===== src/rtl/bt_free_arbiter.sv =====
// bt_free_arbiter: shares the busy table's two free ports among NUM_REQ writeback requesters.
// Each requester hands one prd per cycle into a one-entry pending slot (valid/ready). A
// round-robin scan drains up to two slots per cycle onto free port 0 and free port 1. While the
// ROB is in the overwrite-RAT state all pending work is dropped and the block stays idle.
//
// Ports:
//   clock, reset_n            clock, asynchronous active-low reset
//   req_valid/req_prd         per-requester handoff, prd i packed at [i*PREG_W +: PREG_W]
//   req_ready                 per-requester accept
//   free0_en/free0_rd         busy-table free port 0
//   free1_en/free1_rd         busy-table free port 1
//   rob_state                 ROB state; overwrite-RAT flushes the block
//   conflict_cnt              saturating count of cycles with more than two slots pending
//   pending_any               OR of all pending flags

`ifndef ROB_STATE_OVERWRITE_RAT
`define ROB_STATE_OVERWRITE_RAT 2'd3
`endif

module bt_free_arbiter #(
  parameter int unsigned NUM_REQ = 4,
  parameter int unsigned PREG_W  = 6,
  parameter int unsigned CNT_W   = 16
) (
  input  logic                      clock,
  input  logic                      reset_n,
  input  logic [NUM_REQ-1:0]        req_valid,
  input  logic [NUM_REQ*PREG_W-1:0] req_prd,
  output logic [NUM_REQ-1:0]        req_ready,
  output logic                      free0_en,
  output logic [PREG_W-1:0]         free0_rd,
  output logic                      free1_en,
  output logic [PREG_W-1:0]         free1_rd,
  input  logic [1:0]                rob_state,
  output logic [CNT_W-1:0]          conflict_cnt,
  output logic                      pending_any
);

  localparam int unsigned PTR_W = (NUM_REQ > 1) ? $clog2(NUM_REQ) : 1;

  logic [NUM_REQ-1:0] pend_v_q, pend_v_d;
  logic [PREG_W-1:0]  pend_prd_q [NUM_REQ];
  logic [PREG_W-1:0]  pend_prd_d [NUM_REQ];
  logic [PTR_W-1:0]   rr_ptr_q, rr_ptr_d;
  logic [CNT_W-1:0]   conflict_cnt_q, conflict_cnt_d;

  logic               ovwr;
  logic               found0, found1;
  logic [PTR_W-1:0]   win0, win1;
  logic [NUM_REQ-1:0] grant;

  function automatic logic [PTR_W-1:0] ptr_inc(input logic [PTR_W-1:0] p);
    return (p == PTR_W'(NUM_REQ - 1)) ? '0 : p + PTR_W'(1);
  endfunction

  assign ovwr = (rob_state == `ROB_STATE_OVERWRITE_RAT);

  // Round-robin scan from rr_ptr: first pending slot is win0, the next one win1.
  always_comb begin : p_arb
    int unsigned    idx;
    logic [PTR_W-1:0] idx_w;
    found0 = 1'b0;
    found1 = 1'b0;
    win0   = '0;
    win1   = '0;
    for (int unsigned k = 0; k < NUM_REQ; k++) begin
      idx = 32'(rr_ptr_q) + k;
      if (idx >= NUM_REQ) idx = idx - NUM_REQ;
      idx_w = PTR_W'(idx);
      if (pend_v_q[idx_w]) begin
        if (!found0) begin
          found0 = 1'b1;
          win0   = idx_w;
        end else if (!found1) begin
          found1 = 1'b1;
          win1   = idx_w;
        end
      end
    end
  end

  always_comb begin
    grant = '0;
    for (int unsigned i = 0; i < NUM_REQ; i++) begin
      grant[i] = ~ovwr & ((found0 & (win0 == PTR_W'(i))) | (found1 & (win1 == PTR_W'(i))));
    end
  end

  // Outputs depend only on registered state and rob_state.
  always_comb begin
    free0_en    = found0 & ~ovwr;
    free1_en    = found1 & ~ovwr;
    free0_rd    = free0_en ? pend_prd_q[win0] : '0;
    free1_rd    = free1_en ? pend_prd_q[win1] : '0;
    req_ready   = ~{NUM_REQ{ovwr}} & (~pend_v_q | grant);
    pending_any = |pend_v_q;
  end

  always_comb begin
    pend_v_d   = pend_v_q;
    pend_prd_d = pend_prd_q;
    for (int unsigned i = 0; i < NUM_REQ; i++) begin
      if (req_valid[i] && req_ready[i]) begin
        pend_v_d[i]   = 1'b1;
        pend_prd_d[i] = req_prd[i*PREG_W +: PREG_W];
      end else if (grant[i]) begin
        pend_v_d[i] = 1'b0;
      end
    end
    if (ovwr) pend_v_d = '0;
  end

  always_comb begin
    rr_ptr_d = rr_ptr_q;
    if (ovwr) begin
      rr_ptr_d = '0;
    end else if (found1) begin
      rr_ptr_d = ptr_inc(win1);
    end else if (found0) begin
      rr_ptr_d = ptr_inc(win0);
    end
  end

  always_comb begin
    conflict_cnt_d = conflict_cnt_q;
    if (!ovwr && ($countones(pend_v_q) > 2) && (conflict_cnt_q != '1)) begin
      conflict_cnt_d = conflict_cnt_q + CNT_W'(1);
    end
  end

  assign conflict_cnt = conflict_cnt_q;

  always_ff @(posedge clock or negedge reset_n) begin
    if (!reset_n) begin
      pend_v_q       <= '0;
      rr_ptr_q       <= '0;
      conflict_cnt_q <= '0;
      for (int unsigned i = 0; i < NUM_REQ; i++) pend_prd_q[i] <= '0;
    end else begin
      pend_v_q       <= pend_v_d;
      rr_ptr_q       <= rr_ptr_d;
      conflict_cnt_q <= conflict_cnt_d;
      for (int unsigned i = 0; i < NUM_REQ; i++) pend_prd_q[i] <= pend_prd_d[i];
    end
  end

endmodule

===== config.mk =====
export PLATFORM = sky130hd
export DESIGN_NAME = bt_free_arbiter
export DESIGN_NICKNAME = d
export VERILOG_FILES = /design/src/rtl/bt_free_arbiter.sv
export SDC_FILE = /design/constraint.sdc
export NUM_CORES = 1
export LEC_CHECK = 0
export CAP_MARGIN = 15
export CORE_MARGIN = 3
export CORE_UTILIZATION = 46
export CTS_CLUSTER_SIZE = 40
export DETAILED_ROUTE_END_ITERATION = 6
export HOLD_SLACK_MARGIN = 0.03
export PLACE_DENSITY = 0.75
export SLEW_MARGIN = 30
export SYNTH_ARGS = -nofsm -noshare
export SYNTH_HDL_FRONTEND = slang
export SYNTH_SLANG_ARGS = --single-unit

===== constraint.sdc =====
create_clock -name clock -period 5.7 [get_ports clock]
set_input_delay 1.14 -clock clock [delete_from_list [all_inputs] [get_ports clock]]
set_output_delay 1.14 -clock clock [all_outputs]
set_load 0.02 [all_outputs]

==> run metrics <==
DR pass1 iterations=4; ANT cells=0; fin nets=426; antenna viol nets, final=0; Netlist cell types=61; Root Driver=clkbuf_8; total CTS buffers=5; worst hold stages=1; Synth Flop Type=dfrtp_1; final setup fails=0; GR Overflow Total=0; fmax=190.7 MHz; vias in the first global route=2575; initial DRC count=146; setup tns final=0 ps; vias per inst=5.765; final hold violation count=0; Critical Path AT=4100 ps; CTS H-Tree Depth=2; Tot GR Track Use=20.51%; leading area contributor after synthesis=dfrtp_1; most common cell in the synthesized netlist=dfrtp_1; cts-stage hold buffer count=0; WL per Instance=16.71 um; mux contribution to synthesized area=15.12%; die area=0.007959 mm2; # resized after CTS=0; Hold WC Path Type=flip-flop to flip-flop; Yosys top cell area share=36.14%; Worst slew margin=46.06%; top cells by area, synth=dfrtp_1 (36%), mux2_2 (8.5%), ha_1 (4.7%), xnor2_1 (3.8%), a21oi_1 (3.8%); fin crit share=91.99%; final design utilization=60.29%; r2r endpoint=pend_prd_q[22]; global-route wire length before repair=12700 um; via count=2646; required time of the critical path=4560 ps; drc violations=0; Die Y=89.22 um; reg-to-reg slack, setup=1850 ps; CTS tree=done; Initial Util=48.77%; core box area=0.006531 mm2; mapped cell area=0.003186 mm2; post-CTS setup buffer count=0; CTS sink count=46; Synth Area in Adders=5.695%; Clock Skews=3.423 ps; Fill cells=566; Final Critical Period=5243 ps; largest net degree at the start of global routing=47; Post-DP HPWL=5693 um; critical path class=flip-flop to output port; Worst Setup End Kind=output port; Yosys reg bits=46; mean post-synth cell area=9.862 um2; hold path startpoint=conflict_cnt[9]; reg2reg start=rr_ptr_q[1]; main combinational cell family by area after synthesis=compound AO/OA/AOI/OAI gates; worst skew pair latency=300 ps; initial antenna violation count=0; Post-Syn Nets=368; R2R cell count=13; Reg clk slew, reported paths=90 ps; Syn-to-layout area delta=23.61%; number of flops mapped to enable cells by yosys=0; max-slew violations=0; Max Cap Viol=0; Die Width=89.22 um; Clock Path Buffers=2; Synth Area in Simple Gates=15.83%; Seq/Total Area, Yosys=36.14%; FP Rows=29; CP max FO=28; Buffers on Ports=66; IO Pins=67; Slew @ Worst Pin=809.2 ps; post-synthesis instance total=323; post-synthesis compound-gate area fraction=17.79%; Post-Route WL=7668 um; status=finished clean; crit start category=flip-flop; xor-xnor portion of the synthesized cell area=4.399%; fraction of layout cells with a size suffix above 1=15.45%; ys async rst share=100.0%; global placement routability congestion=0.9545; RSZ-0062 raised after global routing=false; Synth warnings=0; hold endpoint=conflict_cnt[9]; most frequent cells after synthesis=dfrtp_1 (46), a21oi_1 (24), mux2_2 (24)
[cell usage in the layout, fill, tap and decap left out, types with 3 or more instances in the layout]
| cell | count |
|---|---|
| clkdlybuf4s50_1 | 65 |
| dfrtp_1 | 46 |
| a21oi_1 | 24 |
| mux2_2 | 24 |
| nor2_1 | 22 |
| nand2_1 | 21 |
| a211oi_1 | 14 |
| xnor2_1 | 14 |
| inv_1 | 12 |
| o21ai_0 | 12 |
| ha_1 | 12 |
| mux2i_1 | 11 |
| nand3_1 | 8 |
| and2_1 | 8 |
| mux2_4 | 6 |
| nor3_1 | 5 |
| nand2b_1 | 5 |
| or2_2 | 5 |
| clkbuf_8 | 5 |
| o21ai_1 | 4 |
| nand4_1 | 4 |
| buf_4 | 4 |
| o21a_1 | 3 |
| nor3b_1 | 3 |
[routing by layer]
layer,vias up,wire length (um),track usage [%]
met4,0,94,5.007
met5,-,0,0
met1,1286,3499,28.52
li1,1273,-,-
met2,79,3742,33.56
met3,8,331,3.226
[metrics by stage]
stage | hold slack [ps] | cell area, um2 | worst slack, ps | cells
after floorplan | 493.8 | 3186 | 1699 | 323
after global placement | 481.5 | 3849 | 963.2 | 451
after detailed placement | 486.1 | 3851 | 821.0 | 451
after CTS | 502.6 | 3938 | 459.1 | 459
after global routing | 530.3 | 3938 | 70.51 | 459
final | 496.5 | 3938 | 456.8 | 459
[cell families (layout without fill, tap and decap cells)]
group | after synthesis | in the layout
simple gates | 94 | 94
compound gates | 80 | 80
flops | 46 | 46
mux | 42 | 42
buf+inv | 31 | 90
xor+xnor | 16 | 16
fa+ha+maj | 14 | 14
[worst max-delay path by stage]
stage                 from           end  slack (ps)  cells after the start
4_1_cts        rr_ptr_q[1]  req_ready[2]         460                     12
2_1_floorplan  rr_ptr_q[1]  req_ready[2]        1700                     15
5_1_grt        rr_ptr_q[1]  req_ready[2]          70                     12
3_5_place_dp   rr_ptr_q[1]  req_ready[2]         820                     12
6_report       rr_ptr_q[1]  req_ready[2]         460                     12
3_3_place_gp   rr_ptr_q[1]  req_ready[2]         960                     12
[layout make-up]
class / instances / area, um2 / share of cell area, %
tap: 77 / 96.34 / 2.447
clock inverter: 2 / 13.76 / 0.3495
inverter: 13 / 48.80 / 1.239
sequential: 46 / 1151 / 29.23
clock buffer: 6 / 72.57 / 1.843
multi-input combinational: 246 / 1874 / 47.60
timing repair buffer: 69 / 680.7 / 17.29
[registers in the layout (all words and copies together), names as in the netlist]
| register | cells |
|---|---|
| conflict_cnt | 16 |
| pend_prd_q | 24 |
| pend_v_q | 4 |
| rr_ptr_q | 2 |
[worst max-delay path, cell delays in order (launching register included)]
cell,delay [ps]
dfrtp_1,880
mux2i_1,360
o21ai_0,160
ha_1,220
o31a_1,330
a31oi_4,250
nand2_1,210
inv_1,250
ha_1,190
o31a_1,120
nor3_1,50
nor2_1,140
clkdlybuf4s50_1,630
Power is left out: the tool's default activity adds up to more than one toggle a clock period on the data nets, which glitch-free logic cannot reach.
